===== config.mk =====
export PLATFORM = sky130hd
export DESIGN_NAME = ttt_move_ctrl
export DESIGN_NICKNAME = d
export VERILOG_FILES = /design/src/rtl/ttt_move_ctrl.sv
export SDC_FILE = /design/constraint.sdc
export NUM_CORES = 1
export LEC_CHECK = 0
export BUFFER_PORTS_ARGS = -buffer_cell sky130_fd_sc_hd__buf_2
export CORE_MARGIN = 2
export CORE_UTILIZATION = 40
export CTS_CLUSTER_SIZE = 20
export DETAILED_ROUTE_END_ITERATION = 16
export HOLD_SLACK_MARGIN = 0.12
export SLEW_MARGIN = 10
export SYNTH_ARGS = -nofsm -noshare
export SYNTH_HDL_FRONTEND = slang
export SYNTH_SLANG_ARGS = --single-unit

===== constraint.sdc =====
create_clock -name Clk -period 5 [get_ports Clk]
set_input_delay 1 -clock Clk [delete_from_list [all_inputs] [get_ports Clk]]
set_output_delay 1 -clock Clk [all_outputs]
set_load 0.02 [all_outputs]

===== src/rtl/ttt_move_ctrl.sv =====
// Tic-tac-toe move-entry controller: validates placed moves, alternates turns,
// keeps both boards and resolves win / draw / timeout forfeit.
module ttt_move_ctrl #(
    parameter int TIMEOUT = 0,
    parameter int TO_W    = 32
) (
    input  logic       Clk,
    input  logic       Reset,
    input  logic       Start,
    input  logic       Ack,
    input  logic [3:0] Cell,
    input  logic       Place,
    output logic [8:0] XBoard,
    output logic [8:0] OBoard,
    output logic       Turn,
    output logic       Reject,
    output logic [1:0] Winner,
    output logic [3:0] MoveCnt,
    output logic       Qi,
    output logic       Qw,
    output logic       Qc,
    output logic       Qd
);
    // One-hot encoding so corrupted state values are detectable and recover.
    typedef enum logic [3:0] {
        S_INI   = 4'b0001,
        S_WAIT  = 4'b0010,
        S_CHECK = 4'b0100,
        S_DONE  = 4'b1000
    } state_t;

    localparam logic [TO_W-1:0] TO_LAST = TO_W'((TIMEOUT > 0) ? (TIMEOUT - 1) : 0);

    state_t          r_state, w_state_nxt;
    logic [8:0]      r_xb, r_ob, w_xb_nxt, w_ob_nxt;
    logic            r_turn, w_turn_nxt;
    logic            r_rej, w_rej_nxt;
    logic [1:0]      r_win, w_win_nxt;
    logic [3:0]      r_cnt, w_cnt_nxt;
    logic [TO_W-1:0] r_timer, w_timer_nxt;

    logic [8:0] w_sel;
    logic [8:0] w_mover;
    logic       w_legal;

    function automatic logic f_line(input logic [8:0] b);
        return (b[0] & b[1] & b[2]) | (b[3] & b[4] & b[5]) | (b[6] & b[7] & b[8]) |
               (b[0] & b[3] & b[6]) | (b[1] & b[4] & b[7]) | (b[2] & b[5] & b[8]) |
               (b[0] & b[4] & b[8]) | (b[2] & b[4] & b[6]);
    endfunction

    // Cells above 8 shift out to an all-zero select and are rejected by the range test.
    assign w_sel   = 9'd1 << Cell;
    assign w_legal = (Cell <= 4'd8) && (((r_xb | r_ob) & w_sel) == 9'd0);
    assign w_mover = r_turn ? r_ob : r_xb;

    always_ff @(posedge Clk) begin
        if (Reset) begin
            r_state <= S_INI;
            r_xb    <= '0;
            r_ob    <= '0;
            r_turn  <= 1'b0;
            r_rej   <= 1'b0;
            r_win   <= 2'b00;
            r_cnt   <= 4'd0;
            r_timer <= '0;
        end else begin
            r_state <= w_state_nxt;
            r_xb    <= w_xb_nxt;
            r_ob    <= w_ob_nxt;
            r_turn  <= w_turn_nxt;
            r_rej   <= w_rej_nxt;
            r_win   <= w_win_nxt;
            r_cnt   <= w_cnt_nxt;
            r_timer <= w_timer_nxt;
        end
    end

    always_comb begin
        w_state_nxt = r_state;
        w_xb_nxt    = r_xb;
        w_ob_nxt    = r_ob;
        w_turn_nxt  = r_turn;
        w_rej_nxt   = 1'b0;
        w_win_nxt   = r_win;
        w_cnt_nxt   = r_cnt;
        w_timer_nxt = r_timer;
        case (r_state)
            S_INI: begin
                w_xb_nxt   = '0;
                w_ob_nxt   = '0;
                w_turn_nxt = 1'b0;
                w_win_nxt  = 2'b00;
                w_cnt_nxt  = 4'd0;
                if (Start) begin
                    w_state_nxt = S_WAIT;
                    w_timer_nxt = '0;
                end
            end
            S_WAIT: begin
                if (Place && w_legal) begin
                    if (r_turn) w_ob_nxt = r_ob | w_sel;
                    else        w_xb_nxt = r_xb | w_sel;
                    w_cnt_nxt   = r_cnt + 4'd1;
                    w_state_nxt = S_CHECK;
                end else begin
                    w_rej_nxt = Place;
                    if (TIMEOUT > 0) begin
                        if (r_timer == TO_LAST) begin
                            // Idle player forfeits to the opponent.
                            w_win_nxt   = r_turn ? 2'b01 : 2'b10;
                            w_state_nxt = S_DONE;
                        end else begin
                            w_timer_nxt = r_timer + 1'b1;
                        end
                    end
                end
            end
            S_CHECK: begin
                if (f_line(w_mover)) begin
                    w_win_nxt   = r_turn ? 2'b10 : 2'b01;
                    w_state_nxt = S_DONE;
                end else if (r_cnt == 4'd9) begin
                    w_win_nxt   = 2'b11;
                    w_state_nxt = S_DONE;
                end else begin
                    w_turn_nxt  = ~r_turn;
                    w_timer_nxt = '0;
                    w_state_nxt = S_WAIT;
                end
            end
            S_DONE: begin
                if (Ack) begin
                    w_state_nxt = S_INI;
                    w_xb_nxt    = '0;
                    w_ob_nxt    = '0;
                    w_turn_nxt  = 1'b0;
                    w_win_nxt   = 2'b00;
                    w_cnt_nxt   = 4'd0;
                end
            end
            default: begin
                w_state_nxt = S_INI;
                w_xb_nxt    = '0;
                w_ob_nxt    = '0;
                w_turn_nxt  = 1'b0;
                w_win_nxt   = 2'b00;
                w_cnt_nxt   = 4'd0;
                w_timer_nxt = '0;
            end
        endcase
    end

    always_comb begin
        Qi = 1'b0;
        Qw = 1'b0;
        Qc = 1'b0;
        Qd = 1'b0;
        case (r_state)
            S_INI:   Qi = 1'b1;
            S_WAIT:  Qw = 1'b1;
            S_CHECK: Qc = 1'b1;
            S_DONE:  Qd = 1'b1;
            default: Qi = 1'b1;
        endcase
    end

    assign XBoard  = r_xb;
    assign OBoard  = r_ob;
    assign Turn    = r_turn;
    assign Reject  = r_rej;
    assign Winner  = r_win;
    assign MoveCnt = r_cnt;

endmodule


# Yosys cells after proc, flatten, opt, wreduce, memory -nomap -nowiden

Cells that the tools add are included.

Memories kept: 0
Bits in read-only memories: 0
Register bits after elaboration: 30
Input port bits: 9
Bits in latches: 0
Memory bits (writable): 0

Bitwise operators: 30
Mux-type cells: 30
Multiply operators: 0
Order comparisons: 1
Reduce and logical (&&, ||, !) cells: 11
Eq/ne operators: 13
Div/mod/pow operators: 0
Shifts and indexed selects: 1
Add/subtract/negate cells: 1

Operators by type and width:

| kind                                            | count |
|---|---|
| two-way mux 9 bit                               | 6 |
| case mux 9 bit (3 select lines)                 | 2 |
| two-way mux 4 bit                               | 7 |
| bitwise OR 9 bit                                | 3 |
| AND 1 bit                                       | 16 |
| case mux 4 bit (4 select lines)                 | 1 |
| inequality test 2 bit, second input constant    | 7 |
| case mux 4 bit (3 select lines)                 | 1 |
| AND reduction 4 bit                             | 3 |
| AND 9 bit                                       | 1 |
| zero test 9 bit                                 | 1 |
| AND reduction 3 bit                             | 3 |
| << shifter 1 x 4 -> 9 bit, first input constant | 1 |
| == test 4 bit, second input constant            | 2 |
| two-way mux 2 bit                               | 4 |
| two-way mux 1 bit                               | 7 |
| bitwise OR 1 bit                                | 7 |
| case mux 2 bit (3 select lines)                 | 1 |
| OR reduction 3 bit                              | 2 |
| adder 4 x 1 -> 4 bit, second input constant     | 1 |
| == test 4 x 1 -> 1 bit, second input constant   | 1 |
| == test 4 x 2 -> 1 bit, second input constant   | 1 |
| == test 4 x 3 -> 1 bit, second input constant   | 1 |
| <= comparator 4 bit, second input constant      | 1 |
| other kinds (4)                                 | 7 |

# Depth between registers and ports, before layout

Gate-level depths: netlist of run 1.

Depth in word-level cells: 12
Mapped depth: 8
Depth with buffers taken out: 7

# Worst setup path after synthesis of run 1

OpenSTA, ideal clock, no wires.

Kind: in2reg
From: input Cell[0]
To: register r_cnt[3] (netlist: MoveCnt[3])
Library setup time: 0.070 ns
Data arrival time: 2.610 ns
Cell stages on the path: 7
Required time: 4.930 ns
Path slack: 2.320 ns
Path through: or2_1 buf_6 o41a_1 nor4_4 a31oi_2 or3_1 a21boi_1

Longest elaborated chain between the ends: 7

RTL lines:

| item                              | RTL line | source |
|---|---|---|
| start, declared                   | 11       | `input logic [3:0] Cell,` |
| << shifter 1 x 4 -> 9 bit         | 53       | `assign w_sel = 9'd1 << Cell;` |
| AND 9 bit                         | 54       | `assign w_legal = (Cell <= 4'd8) && (((r_xb \| r_ob) & w_sel) == 9'd0);` |
| zero test 9 bit                   | 54       |  |
| logical AND 1 bit *               | 54       |  |
| logical AND 1 bit *               | 101      | `if (Place && w_legal) begin` |
| inequality test 2 bit (no line) * | n/a      |  |
| AND reduction 3 bit (no line) *   | n/a      |  |
| end signal, assigned              | 74       | `r_cnt <= w_cnt_nxt;` |
| end, declared                     | 39       | `logic [3:0] r_cnt, w_cnt_nxt;` |

Every way passes the cells marked *; elsewhere a longest branch is shown, timed or not.
A chain may end at the register's enable or synchronous reset.

# Worst setup path after layout of run 1

From: input Cell[0]
To: register r_xb[0] (netlist: XBoard[0])

Longest elaborated chain between the ends: 7

RTL lines:

| item                            | RTL line | source |
|---|---|---|
| << shifter 1 x 4 -> 9 bit       | 53       |  |
| AND 9 bit                       | 54       |  |
| zero test 9 bit                 | 54       |  |
| logical AND 1 bit               | 54       |  |
| logical AND 1 bit               | 101      |  |
| inequality test 2 bit (no line) | n/a      |  |
| AND reduction 4 bit (no line)   | n/a      |  |
| end signal, assigned            | 69       | `r_xb <= w_xb_nxt;` |
| end, declared                   | 35       | `logic [8:0] r_xb, r_ob, w_xb_nxt, w_ob_nxt;` |

Parallel ways exist; a longest one is shown, timed or not. The select of a mux whose other input is x is not followed.

==> impl_metrics.yaml, run 1 <==
status:
  status: "finished, final reports clean"
timing:
  hold_viol_final: 0
  setup_viol: 0
  rsz0062_at_grt: "false"
  min_period_over_period: 0.551
  tightestPinTransition_ns: 0.523
  skew_ns: 0.00525
  slew_violations: 0
  tns_ns: 0
  fmax_mhz: 363
  period_needed_ns: 2.75
  slew_headroom: 0.646
  hold_slack_ns: 0.494
cts:
  insertion_delay_ns: 0.28
  clock_sinks: 30
  cts_tree: "yes"
  cts_buffers: 5
  path_clk_slew_ns: 0.06
  ctsResizeCount: 0
  clockRootBuffer: "clkbuf_8"
  post_cts_buffers: 0
  h-tree-depth: 2
  hold_buffers: 0
  clock_path_buffers: 2
worst_hold_path:
  holdCritPathClass: "reg2reg"
routing:
  routed_wl_um: 4550
  drc_errors: 0
  drt-pass1-iter-count: 5
  initialDrtViolationCount: 131
  final_antenna_net_count: 0
  via_per_inst: 5.85
  wl_per_cell_um: 15.9
  vias: 1679
logic_synthesis:
  synth_common_cells: "dfxtp_1 (30), nand2_1 (24), nor2_1 (23)"
  syn_inst: 203
  syn_nets: 214
  synth_top_area_share: 0.352
  avgSynthCellArea_um2: 8.41
  seq_area_frac_synth: 0.352
  yosysMostFrequentCell: "dfxtp_1"
  synthArstFlopShare: 0
  syn_area_um2: 1710
  ys_ff_latch: 30
  synth_ff_type: "dfxtp_1"
  ys_top_cells_by_area: "dfxtp_1 (35%), o41ai_2 (7.6%), nand2_1 (5.3%), nor2_1 (5.1%), a22o_1 (4.1%)"
  yosysWarnings: 0
  synth.distinct_cells: 49
  yosysTopAreaCell: "dfxtp_1"
  synth_edf_count: 0
finish:
  drive_gt1_frac: 0.266
  area_growth_pct: 17.2
  fillerInstances: 423
  final_util: 0.493
  layout.nets: 247
  diodes: 0
die:
  rows: 23
  dieArea_um2: 4810
  die_h_um: 69.3
  start_util: 0.421
  pin_count: 39
  die_w_um: 69.3
  coreArea_um2: 4060
setup_path:
  cp_max_fo: 18
  crit_type: "in2reg"
  cp.required_ns: 5.18
  start_kind: "input port"
  end_kind: "register"
  crit_arrival_ns: 2.93
flow_run:
  drv_cap: 0
global_route:
  grt_overflow: 0
  grt_max_degree: 19
  grt_pass1_wl_um: 7620
  antenna_found_initial: 0
  grt_util_all_layers: 0.196
  grt_pass1_vias: 1428
power:
  p_total_uw: 497
  p_leak_nw: 0.829
  power.density_nw_per_um2: 249
  irDropWorstVdd_mv: 0.145
place:
  io_buffers: 38
  finalWeightedCongestion: 0.835
  hpwl_um: 3310
==> layout by cell type, fill, tap and decap left out, types with 2 or more instances in the layout <==
master,netlist,final
buf_2,0,38
dfxtp_1,30,30
nand2_1,24,24
nor2_1,23,23
o21ai_0,9,9
nand3_1,8,8
a22o_1,8,8
o41ai_2,8,8
o41ai_1,7,7
inv_1,6,6
nor3_1,7,6
clkbuf_8,0,6
a22oi_1,4,4
nand2b_1,4,4
o21ai_1,4,4
and3_1,3,3
a21oi_1,3,3
nor2b_1,2,2
and2_1,2,2
o22ai_1,2,2
a211oi_1,2,2
or3_1,2,2
nor3b_1,2,2
o31ai_1,2,2
o31a_1,2,2
o211ai_1,2,2
o22a_1,2,2
ha_1,2,2
==> flip-flops by register name, summed over array words and instances (netlist names) <==
register and flops:
OBoard 9, XBoard 9, MoveCnt 4, r_state 4, Winner 2, Reject 1
Turn 1
==> where the power goes <==
part	leakage [nW]	switching [mW]	internal [mW]
registers	0.242	0.00586	0.242
logic	0.539	0.0308	0.0159
clock network	0.0482	0.0921	0.111
==> worst max-delay path: stages <==
cell and delay, ns:
buf_2 0.13, or2_1 0.34, o41a_1 0.39, nor4_4 0.33
nand2_2 0.34, o41ai_1 0.40
==> stage by stage <==
step / instance area [um2] / setup slack [ns] / instances
6_report: 2000 / 2.25 / 287
5_1_grt: 2000 / 2.06 / 287
4_1_cts: 2000 / 2.26 / 287
3_5_place_dp: 1910 / 1.98 / 279
3_3_place_gp: 1910 / 2.03 / 279
2_1_floorplan: 1710 / 2.32 / 203
==> worst paths after layout <==
path,from,to,slack [ns],cells past startpoint
max,Cell[0],XBoard[0],2.25,6
max reg2reg,Turn,r_state[1],2.95,4
min,OBoard[7],OBoard[7],0.49,2
min reg2reg,OBoard[7],OBoard[7],0.49,2
==> final cells by class <==
| type | instances | area (um2) | share of cell area |
|---|---|---|---|
| Multi-Input combinational cell | 152 | 1020 | 0.509 |
| Sequential cell | 30 | 601 | 0.300 |
| Timing Repair Buffer | 39 | 198 | 0.0989 |
| Clock buffer | 7 | 86.3 | 0.0432 |
| Tap cell | 50 | 62.6 | 0.0313 |
| Inverter | 8 | 30.0 | 0.0150 |
| Clock inverter | 1 | 5.00 | 0.00250 |
==> logic make-up after synthesis <==
kind of cell | after synthesis | share of synthesized area
buffers and inverters | 21 | 0.0550
AND/OR/NAND/NOR | 84 | 0.242
adder cells (fa/ha/maj) | 2 | 0.0147
flip-flops | 30 | 0.352
AO/OA/AOI/OAI | 64 | 0.324
multiplexers | 2 | 0.0125
==> metal layers <==
| metal | GRT usage | routed length [um] | up-vias |
|---|---|---|---|
| li1 | - | - | 829 |
| met1 | 0.298 | 2320 | 790 |
| met2 | 0.270 | 1870 | 54 |
| met3 | 0.0480 | 299 | 6 |
| met4 | 0.0588 | 59 | 0 |
| met5 | 0 | 0 | - |
Note: power is estimated with default switching activity, not from simulation.
==> run 2, diff against run 1 <==
clock period = 2.85 ns   (was 5 ns; I/O delays follow)
==> impl_metrics.yaml, run 2 (synthesis results as in run 1) <==
routing:
  via_per_inst: 5.91
  wl_per_cell_um: 16.1
  final_antenna_net_count: 0
  drc_errors: 0
  vias: 1713
  drt-pass1-iter-count: 4
  initialDrtViolationCount: 137
  routed_wl_um: 4670
cts:
  h-tree-depth: 2
  clock_sinks: 30
  ctsResizeCount: 0
  cts_buffers: 5
  post_cts_buffers: 0
  insertion_delay_ns: 0.28
  hold_buffers: 0
  clock_path_buffers: 2
  clockRootBuffer: "clkbuf_8"
  path_clk_slew_ns: 0.07
  cts_tree: "yes"
finish:
  diodes: 0
  layout.nets: 250
  final_cell_mix: "buf_2 (38), dfxtp_1 (30), nand2_1 (24)"
  fillerInstances: 400
  multi_input_comb_area_um2: 1020
  final_util: 0.503
  final_common_cell: "buf_2"
  area_growth_pct: 19.6
  drive_gt1_frac: 0.275
  seqCellArea_um2: 601
setup_path:
  end_kind: "register"
  start_kind: "input port"
  crit_type: "in2reg"
  cp_max_fo: 18
  crit_arrival_ns: 2.49
  cp.required_ns: 3.03
timing:
  rsz0062_at_grt: "false"
  setup_viol: 0
  tns_ns: 0
  slew_violations: 0
  fmax_mhz: 433
  min_period_over_period: 0.811
  slew_headroom: 0.660
  tightestPinTransition_ns: 0.503
  hold_viol_final: 0
  period_needed_ns: 2.31
  setup_ws_ns: 0.540
  skew_ns: 0.00772
flow_run:
  drv_cap: 0
status:
  status: "finished, final reports clean"
place:
  dp_slack_ns: 0.254
  finalWeightedCongestion: 0.802
  io_buffers: 38
  hpwl_um: 3370
global_route:
  grt_pass1_vias: 1499
  grt_max_degree: 19
  grt_util_all_layers: 0.199
  grt_pass1_wl_um: 7680
  antenna_found_initial: 0
  grt_overflow: 0
power:
  power_frac_seq: 0.457
  p_total_uw: 950
  power_switching_uw: 236
  p_int_uw: 713
  power.density_nw_per_um2: 465
  irDropWorstVdd_mv: 0.303
  p_clk_frac: 0.455
  swShare: 0.249
  comb_power_share: 0.088
  p_leak_nw: 0.847
die:
  pin_count: 39
  die_h_um: 69.3
  dieArea_um2: 4810
  die_w_um: 69.3
  start_util: 0.421
  rows: 23
  coreArea_um2: 4060
worst_hold_path:
  holdCritPathClass: "reg2reg"
[run 2: cell count changes in the layout (fill, tap and decap cells not counted)]
cell,previous run,this run
clkinv_2,1,0
clkbuf_8,6,5
clkinvlp_4,0,1
buf_4,1,4
bufinv_16,0,1
[run 2: stage by stage]
stage,instances,cell area [um2],hold WS (ns)
after floorplan,203,1710,0.551
final,290,2040,0.492
after detailed placement,282,1930,0.483
after global placement,282,1930,0.471
after CTS,290,2040,0.497
after global routing,290,2040,0.508
[run 2: worst max-delay path, stage by stage]
cell	delay [ns]
buf_2	0.13
or2_1	0.34
o41a_1	0.38
nor4_4	0.33
nand2_2	0.34
o41ai_1	0.40
[run 2: power by group through the flow]
stage               clock network, mW  logic (mW)  registers, mW
finish                          0.432      0.0840          0.434
global route                    0.461      0.0927          0.435
CTS                             0.439      0.0834          0.434
detailed placement                  0      0.0830          0.443
global placement                    0      0.0826          0.444
floorplan                           0      0.0681          0.436
[run 2: cell type report]
class                           instances  share of cell area
Clock inverter                          2              0.0184
Inverter                                8              0.0147
Sequential cell                        30               0.294
Timing Repair Buffer                   42               0.108
Tap cell                               50              0.0307
Clock buffer                            6              0.0356
Multi-Input combinational cell        152               0.498
[run 2: worst paths after layout]
path | startpoint | slack, ns | depth (start not counted) | to
min | Winner[1] | 0.49 | 1 | Winner[1]
max | Cell[0] | 0.54 | 6 | XBoard[1]
min reg2reg | Winner[1] | 0.49 | 1 | Winner[1]
max reg2reg | OBoard[8] | 0.82 | 4 | XBoard[1]
[run 2: per-layer routing]
metal | vias to the layer above | GRT usage | share of wire
li1 | 840 | - | -
met1 | 807 | 0.296 | 0.50
met2 | 58 | 0.269 | 0.42
met3 | 8 | 0.0596 | 0.061
met5 | - | 0 | 0
met4 | 0 | 0.0697 | 0.016
==> run 3, diff against run 2 <==
ABC_AREA = 1   (was unset)
clock period = 2.1 ns   (was 2.85 ns; I/O delays follow)
==> impl_metrics.yaml, run 3 <==
status:
  status: "finished, final reports clean"
logic_synthesis:
  synthArstFlopShare: 0
  synth_top_area_share: 0.339
  synth_ff_type: "dfxtp_1"
  syn_nets: 276
  ys_top_cells_by_area: "dfxtp_1 (34%), nand2_1 (16%), nand4_1 (8.1%), a21oi_1 (7.4%), inv_1 (6.8%)"
  yosysWarnings: 0
  synth_common_cells: "nand2_1 (74), inv_1 (32), dfxtp_1 (30)"
  avgSynthCellArea_um2: 6.68
  yosysTopAreaCell: "dfxtp_1"
  synth_fa_ha_area_frac: 0.0141
  seq_area_frac_synth: 0.339
  synthMuxAreaShare: 0
  syn_area_um2: 1770
  synth.distinct_cells: 27
  ys_ff_latch: 30
  syn_inst: 265
  synth_top_family_by_area: "simple AND/OR/NAND/NOR gates"
  yosysMostFrequentCell: "nand2_1"
  synth_xor_area_frac: 0.00990
  synth_compound_area_frac: 0.103
  synthSimpleGateAreaFrac: 0.408
  synth_edf_count: 0
routing:
  wl_per_cell_um: 12.5
  drt-pass1-iter-count: 4
  drc_errors: 0
  initialDrtViolationCount: 96
  routed_wl_um: 4440
  vias: 1745
  final_antenna_net_count: 0
  via_per_inst: 4.90
setup_path:
  rr_startpoint: "Turn"
  reg2reg_slack_ns: 0.39
  startpoint: "r_state[1]"
  cp_max_fo: 10
  start_kind: "register"
  ff2ff_path_depth: 11
  end_kind: "output port"
  r2r-end: "Winner[1]"
  cp.required_ns: 1.68
  crit_type: "reg2out"
  crit_arrival_ns: 1.49
place:
  place_area_um2: 1960
  finalWeightedCongestion: 0.811
  hpwl_um: 3210
  dp.cells: 348
  dp_slack_ns: 0.127
  io_buffers: 38
finish:
  instances_no_fill: 356
  final_common_cell: "nand2_1"
  diodes: 0
  fillerInstances: 476
  area_growth_pct: 16.9
  drive_gt1_frac: 0.240
  layout.nets: 314
  final_cell_area_um2: 2070
  final_cell_mix: "nand2_1 (74), buf_2 (38), inv_1 (32)"
  final_util: 0.482
timing:
  slew_headroom: 0.662
  setup_viol: 0
  hold_slack_ns: 0.397
  slew_violations: 0
  rsz0062_at_grt: "false"
  tightestPinTransition_ns: 0.505
  min_period_over_period: 0.909
  period_needed_ns: 1.91
  tns_ns: 0
  setup_ws_ns: 0.191
  hold_viol_final: 0
  fmax_mhz: 524
  skew_ns: 0.00644
cts:
  clock_sinks: 30
  clockRootBuffer: "clkbuf_8"
  ctsResizeCount: 0
  insertion_delay_ns: 0.29
  clock_path_buffers: 2
  h-tree-depth: 2
  post_cts_buffers: 0
  cts_buffers: 5
  path_clk_slew_ns: 0.07
  cts_tree: "yes"
  hold_buffers: 0
worst_hold_path:
  holdCritPathClass: "in2reg"
  hold_path_end: "Reject"
  hold_depth: 3
  min_from: "Place"
power:
  p_leak_nw: 0.990
  p_total_mw: 1.51
  irDropWorstVdd_mv: 0.339
  power.density_nw_per_um2: 728
global_route:
  grt_util_all_layers: 0.188
  grt_max_degree: 27
  antenna_found_initial: 0
  grt_pass1_wl_um: 7420
  grt_pass1_vias: 1610
  grt_overflow: 0
die:
  die_w_um: 70.5
  coreArea_um2: 4290
  die_h_um: 70.5
  rows: 24
  pin_count: 39
  dieArea_um2: 4970
  start_util: 0.412
flow_run:
  drv_cap: 0
[run 3: worst max-delay path by stage]
stage / cells past startpoint / slack, ns / endpoint
detailed placement: 12 / 0.13 / MoveCnt[3]
global route: 5 / 0.08 / Qi
CTS: 5 / 0.20 / Qi
floorplan: 4 / 0.43 / Qi
global placement: 13 / 0.17 / MoveCnt[1]
finish: 5 / 0.19 / Qi
[run 3: power breakdown]
group	internal, mW	total [mW]	switching [mW]	leakage, nW
combinational	0.0923	0.287	0.194	0.690
sequential	0.596	0.632	0.0359	0.242
clock	0.349	0.587	0.238	0.0579
[run 3: cell type report]
type / count / area (um2) / area share
clock buffers: 5 / 68.8 / 0.0333
clock inverters: 3 / 40.0 / 0.0194
inverters: 39 / 149 / 0.0720
multi-input cells: 188 / 947 / 0.458
flip-flops and latches: 30 / 601 / 0.290
well taps: 52 / 65.1 / 0.0315
repair buffers: 39 / 198 / 0.0956
[run 3: logic make-up after synthesis]
logic type,after synthesis
xor+xnor,2
buf+inv,47
compound gates,34
flops,30
simple gates,150
fa+ha+maj,2
[run 3: metal layers]
metal / share of wire / wire [um] / track usage
met1: 0.52 / 2300 / 0.275
met2: 0.42 / 1850 / 0.259
met3: 0.047 / 207 / 0.0462
met4: 0.016 / 72 / 0.0876
met5: 0 / 0 / 0
[run 3: critical path, stage by stage (launching register included)]
cell and delay [ns]:
dfxtp_1 0.43, nor2_1 0.08, nand3_2 0.18, inv_2 0.15
nor3_1 0.18, buf_2 0.19
